===== src/rtl/neuron_accumulator.sv =====
// Weighted-sum stage of a neuron: accumulates signed input*weight products, adds a bias,
// saturates to 32 bits and hands base plus power to the downstream shifter.
module neuron_accumulator #(
  parameter int unsigned DATA_W   = 16,
  parameter int unsigned ACC_W    = 40,
  parameter int unsigned N_INPUTS = 8
) (
  input  logic              clk,
  input  logic              rst_n,
  input  logic              in_valid,
  output logic              in_ready,
  input  logic [DATA_W-1:0] in_data,
  input  logic [DATA_W-1:0] in_weight,
  input  logic              in_last,
  input  logic [31:0]       cfg_bias,
  input  logic [7:0]        cfg_power,
  output logic              out_valid,
  input  logic              out_ready,
  output logic [31:0]       out_base,
  output logic [7:0]        out_power,
  output logic              out_sat
);

  localparam int unsigned PROD_W = 2 * DATA_W;
  localparam int unsigned CNT_W  = $clog2(N_INPUTS + 1);
  localparam bit          SingleBeat = (N_INPUTS == 1);

  localparam logic signed [ACC_W-1:0] MaxPos = {{(ACC_W - 31){1'b0}}, {31{1'b1}}};
  localparam logic signed [ACC_W-1:0] MinNeg = {{(ACC_W - 31){1'b1}}, {31{1'b0}}};

  typedef enum logic [1:0] {StIdle, StAccum, StDrain, StOut} state_e;

  state_e                    state_q, state_d;
  logic        [CNT_W-1:0]   count_q, count_d;
  logic signed [PROD_W-1:0]  p_q, prod;
  logic                      p_vld_q;
  logic signed [ACC_W-1:0]   acc_q, acc_d;
  logic        [7:0]         power_q;
  logic                      load_power;
  logic                      in_xfer, out_xfer;
  logic signed [ACC_W-1:0]   p_ext, bias_ext;
  logic        [31:0]        sat_base;
  logic                      sat_flag;

  assign in_xfer  = in_valid & in_ready;
  assign out_xfer = out_valid & out_ready;

  assign prod     = PROD_W'($signed(in_data)) * PROD_W'($signed(in_weight));
  assign p_ext    = {{(ACC_W - PROD_W){p_q[PROD_W-1]}}, p_q};
  assign bias_ext = {{(ACC_W - 32){cfg_bias[31]}}, cfg_bias};

  // FSM next state and handshake
  always_comb begin
    state_d    = state_q;
    count_d    = count_q;
    in_ready   = 1'b0;
    load_power = 1'b0;
    unique case (state_q)
      StIdle: begin
        in_ready = 1'b1;
        if (in_xfer) begin
          count_d    = CNT_W'(1);
          load_power = 1'b1;
          state_d    = (in_last || SingleBeat) ? StDrain : StAccum;
        end
      end
      StAccum: begin
        in_ready = 1'b1;
        if (in_xfer) begin
          count_d = count_q + CNT_W'(1);
          if (in_last || (count_q == CNT_W'(N_INPUTS - 1))) state_d = StDrain;
        end
      end
      StDrain: state_d = StOut;
      StOut: begin
        if (out_xfer) begin
          state_d = StIdle;
          count_d = '0;
        end
      end
      default: state_d = StIdle;
    endcase
  end

  // Accumulator next value; the last product lands together with the bias in DRAIN
  always_comb begin
    acc_d = acc_q;
    unique case (state_q)
      StDrain: acc_d = acc_q + (p_vld_q ? p_ext : '0) + bias_ext;
      StOut:   if (out_xfer) acc_d = '0;
      default: if (p_vld_q) acc_d = acc_q + p_ext;
    endcase
  end

  always_comb begin
    sat_base = acc_q[31:0];
    sat_flag = 1'b0;
    if (acc_q > MaxPos) begin
      sat_base = 32'h7FFF_FFFF;
      sat_flag = 1'b1;
    end else if (acc_q < MinNeg) begin
      sat_base = 32'h8000_0000;
      sat_flag = 1'b1;
    end
  end

  always_ff @(posedge clk or negedge rst_n) begin
    if (!rst_n) begin
      state_q <= StIdle;
      count_q <= '0;
      p_q     <= '0;
      p_vld_q <= 1'b0;
      acc_q   <= '0;
      power_q <= '0;
    end else begin
      state_q <= state_d;
      count_q <= count_d;
      p_vld_q <= in_xfer;
      acc_q   <= acc_d;
      if (in_xfer)    p_q     <= prod;
      if (load_power) power_q <= cfg_power;
    end
  end

  // Result registers load on the first OUT cycle, once acc holds the biased sum
  always_ff @(posedge clk or negedge rst_n) begin
    if (!rst_n) begin
      out_valid <= 1'b0;
      out_base  <= '0;
      out_power <= '0;
      out_sat   <= 1'b0;
    end else if (state_q == StOut) begin
      if (!out_valid) begin
        out_valid <= 1'b1;
        out_base  <= sat_base;
        out_power <= power_q;
        out_sat   <= sat_flag;
      end else if (out_ready) begin
        out_valid <= 1'b0;
      end
    end
  end

  a_out_stable: assert property (@(posedge clk) disable iff (!rst_n)
    out_valid && !out_ready |=> out_valid && $stable(out_base) && $stable(out_power)
                                 && $stable(out_sat));
  a_idle_acc_zero: assert property (@(posedge clk) disable iff (!rst_n)
    state_q == StIdle |-> acc_q == '0);
  a_no_accept_busy: assert property (@(posedge clk) disable iff (!rst_n)
    (state_q == StDrain || state_q == StOut) |-> !in_ready);

endmodule


===== config.mk =====
export PLATFORM = sky130hd
export DESIGN_NAME = neuron_accumulator
export DESIGN_NICKNAME = d
export VERILOG_FILES = /design/src/rtl/neuron_accumulator.sv
export SDC_FILE = /design/constraint.sdc
export NUM_CORES = 1
export LEC_CHECK = 0
export BUFFER_PORTS_ARGS = -buffer_cell sky130_fd_sc_hd__buf_4
export CORE_ASPECT_RATIO = 1.1
export CORE_MARGIN = 5
export CORE_UTILIZATION = 50
export CTS_BUF_LIST = sky130_fd_sc_hd__clkbuf_16
export DETAILED_ROUTE_END_ITERATION = 10
export PLACE_DENSITY = 0.68
export REMOVE_ABC_BUFFERS = 1
export SLEW_MARGIN = 20
export SYNTH_ARGS = -nofsm -noshare
export SYNTH_HDL_FRONTEND = slang
export SYNTH_SLANG_ARGS = --single-unit

===== constraint.sdc =====
create_clock -name clk -period 6.1 [get_ports clk]
set_clock_uncertainty 0.2 [all_clocks]
set_input_delay 0.915 -clock clk [delete_from_list [all_inputs] [get_ports clk]]
set_output_delay 0.915 -clock clk [all_outputs]
set_load 0.01 [all_outputs]

==> flow_summary_export.csv, run 1 <==
group,metric,value,unit
timing,slew_violations,0,
clock_tree,cts_buffer_depth,2,
timing,hold_viol_final,0,
synth,avgSynthCellArea,8.87,um^2
floorplan,start_util,0.507,
global_route,grt_pass1_wl,86.7,mm
synth,ys_warn_count,0,
global_route,grt_start_max_net_pins,98,
global_route,grt_util_all_layers,0.233,
place,place_ws,-845,ps
layout,antennaDiodeCount,0,
synth,synth_edf_count,0,
detailed_routing,drt_wl_total,52.0,mm
global_route,grt_pass1_vias,17200,
flow_run,maxCapViolations,0,
clock_tree,cts_root_buf,"clkbuf_16",
detailed_routing,via_per_inst,5.40,
worst_setup_path,critPathSlowestCell,"fa_2",
place,io_buffers,119,
worst_setup_path,cp.arrival,6280,ps
timing,setup_ws,-84.8,ps
clock_tree,cts_hold_buf,0,
floorplan,die_w,203,um
global_route,antenna_found_initial,0,
layout,final_cell_mix,"inv_1 (326), fa_1 (289), buf_4 (262)",
layout,finalNonFillerCells,3045,
layout,drive_gt1_frac,0.187,
global_route,grt-ovfl-total,0,
timing,holdWs,280,ps
synth,yosysUniqueCellTypes,85,
timing,slew_headroom,0.382,
detailed_routing,antenna_left,0,
place,dpl.hpwl,42.6,mm
synth,synthFlopType,"dfrtp_1",
timing,max_freq,0.162,GHz
timing,worst_slew_pin_slew,925,ps
clock_tree,htreeDepth,4,
clock_tree,cts.sinks,129,
min_path,hp-class,"reg -> reg",
timing,rsz0062_at_grt,"yes",
worst_setup_path,crit_chain,"buf_6 -> buf_6 -> and2_4 -> fa_1 -> inv_2 -> fa_2 -> fa_1 -> inv_1 -> fa_1 -> fa_1 -> inv_2 -> fa_1 -> inv_2 -> ha_4 -> and3_4 -> nand2_2 -> a21oi_2 -> buf_4 -> nand3_2 -> and4b_2 -> o31ai_4 -> buf_4 -> xnor2_2 -> o21ai_1",
detailed_routing,drc,0,
floorplan,die_area,0.0450,mm^2
floorplan,core,0.0403,mm^2
synth,synth-seq-cells,129,
detailed_routing,dr.pass1.iters,5,
synth,syn_inst,2300,
status,status,"finished with violations",
clock_tree,clkTransAtPathRegs,60,ps
worst_setup_path,crit_top_cell,"fa_1",
floorplan,io_pins,120,
place,dp.cells,3000,
synth,async_reset_ff_frac,1.00,
timing,finalSetupViolations,2,
layout,fillers,3478,
timing,min_period,6180,ps
clock_tree,clk_latency,430,ps
worst_setup_path,cp.required,6190,ps
layout,final_net_count,3063,
synth,synth-seq-area-share,0.158,
worst_setup_path,setup.worst_path.class,"in -> reg",
place,gp_routability_congestion,0.928,
layout,multi_input_area,0.0161,mm^2
clock_tree,cts_buffers,17,
synth,synthesis.area,0.0204,mm^2
layout,seqCellArea,0.00323,mm^2
clock_tree,cts_tree,"yes",
worst_setup_path,slowest_delay,590,ps
worst_setup_path,crit_fanout,8,
detailed_routing,wl_per_cell,17.1,um
timing,fin_crit_sh,1.01,
detailed_routing,drt_iter0_drc,897,
layout,synthToLayoutAreaGrowth,18.2,%
detailed_routing,num_vias,16500,
floorplan,die_y,222,um
status,violations,"negative setup slack",
worst_setup_path,end_kind,"register",
floorplan,rows,77,
worst_setup_path,startpoint_type,"primary input",
layout,mostFrequentLayoutCell,"inv_1",
## through the flow
step / util / cell area, um^2 / TNS, ps
2_1_floorplan: - / 20100 / -2770
3_3_place_gp: 0.567 / 22800 / -8730
6_report: 0.599 / 24100 / -121
4_1_cts: 0.591 / 23800 / 0
5_1_grt: 0.599 / 24100 / -1450
3_5_place_dp: 0.567 / 22800 / -10330
## repair_timing
item	in CTS	in global routing
gates cloned	0	1
setup endpoints to repair	12	16
gates resized for setup	67	80
pin swaps	54	66
buffers inserted	6	6
## layer usage
metal  track usage  wire [um]  vias up
met5             0          0        -
met4        0.0598       1140        0
met3        0.0246       2100       75
met2         0.392      24800      385
met1         0.327      23900     8052
li1              -          -     7945
## worst max-delay path: cells and delay by family
| family | cells | cell delay (ps) |
|---|---|---|
| buffers and inverters | 8 | 780 |
| adder cells (fa/ha/maj) | 7 | 3270 |
| AND/OR/NAND/NOR | 5 | 700 |
| XOR/XNOR | 1 | 100 |
| AO/OA/AOI/OAI | 3 | 510 |
## registers in the layout, indices dropped and copies added (netlist names)
signal	flops
acc_q	40
count_q	4
out_base	32
out_power	8
out_sat	1
out_valid	1
p_q	32
p_vld_q	1
power_q	8
state_q	2
## Yosys cell counts (5+ instances only)
master	instances	area, um^2
xnor2_1	58	508
nand2b_1	16	100
inv_1	345	1290
and2_1	163	1020
nor2_1	117	439
and3_1	12	75.1
o21ai_0	124	621
a211oi_1	20	150
nor3b_1	6	45.0
a31oi_1	12	75.1
mux2_2	19	214
o21ai_1	14	70.1
fa_1	303	6070
nor4_1	6	37.5
ha_1	164	2050
clkbuf_1	81	304
nand4_1	15	93.8
a21oi_1	123	616
mux2i_1	12	120
o31ai_1	8	60.1
dfrtp_1	129	3230
nand3b_1	6	45.0
or3_1	12	75.1
nand2_1	270	1010
o41ai_1	5	43.8
o21a_1	15	113
o21bai_1	16	120
o211ai_1	6	45.0
a221oi_1	17	149
xor2_1	28	245
nor2b_1	8	50.1
nor3_1	25	125
a21o_1	49	368
nand3_1	21	105
## kinds of logic after synthesis
kind of cell	Yosys count	synth area share
muxes	31	0.0164
xor gates and xnor gates	86	0.0369
AOI/OAI and AO/OA	463	0.147
adders and majority gates	467	0.398
DFF	129	0.158
and+or+nand+nor	692	0.164
buffers and inverters	432	0.0797
## final cells by class
type / count / area share
Sequential cell: 129 / 0.134
Clock inverter: 15 / 0.00747
Tap cell: 513 / 0.0266
Timing Repair Buffer: 286 / 0.0947
Multi-Input combinational cell: 1739 / 0.666
Clock buffer: 17 / 0.0176
Inverter: 346 / 0.0540
## final timing paths
| kind | startpoint | end | slack, ps | cells past startpoint |
|---|---|---|---|---|
| worst max-delay path | in_weight[6] | p_q[29] | -80 | 24 |
| worst min-delay path | out_base[10] | out_base[10] | 280 | 2 |
| worst max register to register | p_vld_q | acc_q[39] | 1670 | 13 |
| worst min register to register | out_base[10] | out_base[10] | 280 | 2 |
| max in group asynchronous | rst_n | acc_q[30] | 4330 | 2 |
| min in group asynchronous | rst_n | out_base[3] | 370 | 1 |
Power of run 1 is left out: the tool's default activity adds up to more than one toggle a clock period on the data nets, which glitch-free logic cannot reach.
==> inputs of run 2 (changes only) <==
Settings changed: ABC_AREA from default to 1, PLACE_DENSITY 0.68 to 0.67.
==> run 2 against run 1 <==
  * The run now ends clean
  * Global-route usage rose by 5.6 points
  * Via count grew 33%
  * Core utilization shrank 1.4 points
  * Wire length grew 41%
  * Highest routed layer unchanged
  * Critical path type unchanged
  * Maximum frequency is 4.2% higher
  * Final cell count rose by 43%
  * Setup slack better by 250 ps
  * Critical path depth is 1 lower
  * Synthesized cell count up 52%
==> flow_summary_export.csv, run 2 <==
group,metric,value,unit
status,status,"finished, final reports clean",
timing,hold_viol_final,0,
detailed_routing,dr.pass1.iters,6,
min_path,hp-class,"in -> async",
timing,slew_violations,0,
place,placed_cell_area,0.0263,mm^2
synth,avgSynthCellArea,6.71,um^2
global_route,grt_start_max_net_pins,73,
layout,antennaDiodeCount,0,
floorplan,rows,83,
timing,finalSetupViolations,0,
place,dpl.hpwl,63.0,mm
timing,worst_slew_pin_slew,1040,ps
layout,largest_register_ffs,40,
global_route,antenna_found_initial,0,
floorplan,die_area,0.0515,mm^2
synth,ys_warn_count,0,
layout,synthToLayoutAreaGrowth,16.1,%
worst_setup_path,cp.required,6230,ps
synth,ys_top_cells_by_count,"nand2_1 (1150), inv_1 (813), fa_1 (303)",
worst_setup_path,r2r_cells,18,
layout,drive_gt1_frac,0.130,
floorplan,core,0.0466,mm^2
clock_tree,htreeDepth,4,
worst_setup_path,reg2reg_to,"acc_q[27]",
floorplan,io_pins,120,
synth,synth-seq-area-share,0.137,
layout,post-route-cell-area,0.0273,mm^2
synth,synthTopCellsByArea,"fa_1 (26%), nand2_1 (18%), dfrtp_1 (14%)",
synth,synth-seq-cells,129,
layout,finalNonFillerCells,4340,
synth,yosysTopAreaCell,"fa_1",
timing,min_period,5940,ps
worst_setup_path,timing.rr.start,"p_vld_q",
clock_tree,cts.sinks,129,
worst_setup_path,crit_fanout,8,
timing,slew_headroom,0.307,
detailed_routing,num_vias,21900,
detailed_routing,wl_per_cell,16.9,um
layout,utilization,0.585,
layout,fillers,4681,
synth,synth_top_area_frac,0.258,
detailed_routing,via_per_inst,5.05,
synth,synth_edf_count,0,
place,gp_routability_congestion,0.984,
clock_tree,cts_tree,"yes",
timing,holdWs,219,ps
synth,syn_inst,3503,
layout,largest_register,"acc_q",
floorplan,die_w,217,um
worst_setup_path,cp.arrival,6060,ps
flow_run,maxCapViolations,0,
detailed_routing,drt_wl_total,73.5,mm
global_route,grt_util_all_layers,0.289,
synth,synthFlopType,"dfrtp_1",
synth,yosysMostFrequentCell,"nand2_1",
worst_setup_path,setup.worst_path.class,"in -> reg",
worst_setup_path,r2r_slack,2230,ps
timing,max_freq,0.168,GHz
detailed_routing,antenna_left,0,
clock_tree,cts_buffers,17,
layout,final_cell_mix,"nand2_1 (1138), inv_1 (808), fa_1 (299)",
detailed_routing,drc,0,
floorplan,die_y,237,um
global_route,grt_pass1_vias,22700,
clock_tree,cts_root_buf,"clkbuf_16",
worst_setup_path,end_kind,"register",
timing,fin_crit_sh,0.973,
synth,synthesis.area,0.0235,mm^2
worst_setup_path,startpoint_type,"primary input",
layout,final_net_count,4276,
synth,yosysUniqueCellTypes,45,
place,io_buffers,119,
layout,largestRegisters,"acc_q (40), out_base (32), p_q (32)",
place,dp.cells,4306,
detailed_routing,drt_iter0_drc,1244,
global_route,grt_pass1_wl,118,mm
clock_tree,clkTransAtPathRegs,70,ps
clock_tree,cts_buffer_depth,2,
floorplan,start_util,0.504,
synth,async_reset_ff_frac,1.00,
clock_tree,clk_latency,440,ps
global_route,grt-ovfl-total,0,
layout,mostFrequentLayoutCell,"nand2_1",
clock_tree,cts_hold_buf,0,
## run 2: cell types whose count changed after synthesis, moves of 21 or more
cell | before | now
nand4_1 | 15 | 36
o21ai_0 | 124 | 61
nor2_1 | 117 | 249
a21o_1 | 49 | 6
and2_1 | 163 | 0
inv_1 | 345 | 813
nand2_1 | 270 | 1150
nand3_1 | 21 | 151
xnor2_1 | 58 | 16
## run 2: worst max-delay path by stage
stage	from	endpoint	cells after the start
global route	in_data[15]	p_q[31]	26
floorplan	in_data[15]	p_q[26]	23
detailed placement	in_data[15]	p_q[29]	23
global placement	in_weight[15]	p_q[29]	24
finish	in_data[15]	p_q[22]	23
CTS	in_data[15]	p_q[29]	23
## run 2: cell type report
cell class                      instances  area, um^2  share of cell area
Multi-Input combinational cell       2451       17200               0.629
Sequential cell                       129        3230               0.118
Inverter                              824        3090               0.113
Timing Repair Buffer                  309        2440              0.0894
Tap cell                              595         744              0.0273
Clock buffer                           17         425              0.0156
Clock inverter                         15         190             0.00697
## run 2: critical path: stages
cell and delay, ps:
buf_4 150, nand2_1 70, inv_1 50, fa_1 580, inv_2 90, fa_1 530, inv_1 50, fa_1 530
fa_1 440, fa_1 550, inv_1 60, fa_1 530, inv_1 50, ha_1 330, buf_4 150, a21oi_2 150
o21ai_1 100, o21bai_1 200, a21oi_1 120, nand2_1 80, or2_1 210, nand3_1 60, nand2_1 60
## run 2: kinds of logic after synthesis
group	after synthesis	share of synthesized area
DFF	129	0.137
AOI/OAI and AO/OA	275	0.0655
and+or+nand+nor	1682	0.294
adders and majority gates	467	0.345
buffers and inverters	923	0.148
xor gates and xnor gates	27	0.0101
## run 2: stage by stage
step                      worst slack, ps  TNS (ps)
after floorplan                      -134      -649
after global placement               -496     -5610
after detailed placement             -542     -6830
after CTS                            13.0         0
after global routing                -48.4     -99.8
final                                 163         0
## run 2: routing by layer
layer	wire, um	track usage	share of wire	up-vias
met5	0	0	0	-
met4	3130	0.112	0.043	0
met3	2720	0.0259	0.037	152
met2	38400	0.545	0.52	528
met1	29300	0.341	0.40	10400
li1	-	-	-	10900
## run 2: timing repair
action / CTS / global route
setup endpoints to repair: 3 / 18
setup buffers: 0 / 2
resized for setup: 2 / 88
pin swaps: 0 / 34
Power of run 2 is left out for the same reason.
==> inputs of run 3 (changes only) <==
Settings changed: BUFFER_PORTS_ARGS -buffer_cell sky130_fd_sc_hd__buf_4 to default, DONT_BUFFER_PORTS from default to 1, PLACE_DENSITY 0.67 to default.
==> run 3 against run 2 <==
  * Flip-flop and latch count unchanged
  * Final cell count shrank 4.7%
  * Non-clock buffer count down 202
  * Final area is 7.0% lower
  * Core utilization shrank 4.1 points
  * Sequential share of layout area increased by 0.89 points
  * Highest routed layer unchanged
  * Via count fell by 2.2%
==> flow_summary_export.csv, run 3 (synthesized netlist as in run 2, its figures left out) <==
group,metric,value,unit
worst_setup_path,cpLargestDelayFamily,"adder cells",
clock_tree,cts_buffers,17,
layout,largestRegisters,"acc_q (40), out_base (32), p_q (32)",
worst_setup_path,end_kind,"register",
worst_setup_path,cp.arrival,5930,ps
floorplan,core,0.0466,mm^2
global_route,grt-ovfl-total,0,
detailed_routing,antenna_left,0,
timing,min_period,5810,ps
timing,finalSetupTns,0,ps
detailed_routing,dr.pass1.iters,8,
worst_setup_path,crit_chain,"nand2_1 -> inv_1 -> fa_2 -> fa_2 -> buf_4 -> fa_2 -> inv_1 -> fa_1 -> fa_1 -> fa_1 -> inv_1 -> ha_1 -> buf_4 -> a21o_1 -> a31oi_2 -> o21ai_1 -> a21oi_2 -> nand2_1 -> nand2_1 -> a31oi_1",
worst_setup_path,slowest_delay,620,ps
floorplan,start_util,0.504,
clock_tree,cts_setup_buffers,0,
detailed_routing,via_per_inst,5.18,
timing,slew_headroom,0.383,
place,io_buffers,0,
timing,fin_crit_sh,0.952,
floorplan,die_area,0.0515,mm^2
detailed_routing,drt_wl_total,75.9,mm
layout,synthToLayoutAreaGrowth,8.02,%
worst_setup_path,startpoint_type,"primary input",
clock_tree,cts.sinks,129,
timing,worst_slew_pin_slew,925,ps
detailed_routing,num_vias,21400,
timing,finalSetupViolations,0,
layout,post-route-cell-area,0.0254,mm^2
worst_setup_path,reg2reg_to,"acc_q[29]",
layout,largest_register_ffs,40,
worst_setup_path,crit_fanout,16,
floorplan,die_w,217,um
worst_setup_path,cp.required,6230,ps
min_path,hp-class,"in -> async",
global_route,grt_util_all_layers,0.300,
layout,largest_register,"acc_q",
place,gp_routability_congestion,1.02,
floorplan,die_y,237,um
timing,max_freq,0.172,GHz
layout,mostFrequentLayoutCell,"nand2_1",
global_route,grt_pass1_wl,121,mm
floorplan,rows,83,
worst_setup_path,critPathSlowestCell,"fa_2",
worst_setup_path,crit_start,"in_data[15]",
layout,antennaDiodeCount,0,
worst_setup_path,timing.rr.start,"p_vld_q",
clock_tree,clkTransAtPathRegs,70,ps
layout,drive_gt1_frac,0.0686,
layout,final_net_count,4074,
global_route,antenna_found_initial,0,
timing,rsz0062_at_grt,"no",
detailed_routing,drt_iter0_drc,1309,
flow_run,maxCapViolations,0,
global_route,grt_start_max_net_pins,130,
timing,hold_viol_final,0,
worst_setup_path,cp.depth,20,
worst_setup_path,setup.worst_path.class,"in -> reg",
worst_setup_path,r2r_slack,1750,ps
detailed_routing,wl_per_cell,18.3,um
status,status,"finished, final reports clean",
clock_tree,cts_buffer_depth,2,
worst_setup_path,r2r_cells,18,
place,placed_cell_area,0.0247,mm^2
detailed_routing,drc,0,
place,dpl.hpwl,65.5,mm
worst_setup_path,crit_end,"p_q[30]",
layout,final_cell_mix,"nand2_1 (1149), inv_1 (811), fa_1 (300)",
timing,slew_violations,0,
global_route,grt_pass1_vias,22400,
worst_setup_path,worst-path-buf-inv,5,
clock_tree,htreeDepth,4,
floorplan,io_pins,120,
clock_tree,cts_root_buf,"clkbuf_16",
clock_tree,clk_latency,460,ps
clock_tree,cts_tree,"yes",
-- run 3: repair_timing --
item | CTS | global route
gates resized for setup | 2 | 28
setup endpoints to repair | 2 | 15
hold buffers | 1 | 0
endpoints found under the hold margin | 129 | 0
pin swaps | 0 | 5
-- run 3: per-layer routing --
| metal | track usage | part of all wire | vias up |
|---|---|---|---|
| met4 | 0.175 | 0.068 | 0 |
| met3 | 0.0345 | 0.039 | 223 |
| met1 | 0.342 | 0.39 | 10200 |
| met2 | 0.543 | 0.51 | 562 |
| li1 | - | - | 10500 |
| met5 | 0 | 0 | - |
-- run 3: how the worst min path moves through the flow --
stage	endpoint	slack, ps
after floorplan	count_q[3]	240
after global placement	count_q[3]	260
after detailed placement	count_q[3]	280
after CTS	acc_q[39]	260
after global routing	acc_q[39]	230
final	acc_q[39]	150
-- run 3: layout make-up --
| class | count | area (um^2) |
|---|---|---|
| fillers | 4685 | 21200 |
| multi-input cells | 2451 | 16900 |
| flip-flops and latches | 129 | 3230 |
| inverters | 824 | 3090 |
| repair buffers | 107 | 836 |
| well taps | 595 | 744 |
| clock buffers | 17 | 425 |
| clock inverters | 15 | 150 |
-- run 3: worst reg2reg max path: cells and delay by family (launching register included) --
family,cells,cell delay [ps]
AND/OR/NAND/NOR,14,1700
adder cells (fa/ha/maj),3,1390
flip-flops,1,890
buffers and inverters,1,100
-- run 3: through the flow --
step	util	cells	setup WS (ps)	hold WS, ps
finish	0.545	4138	295	149
global placement	0.529	4105	-470	259
floorplan	-	3404	-134	245
detailed placement	0.529	4105	-515	279
global route	0.545	4138	16.4	228
CTS	0.542	4138	9.31	262
Power of run 3 is left out for the same reason.
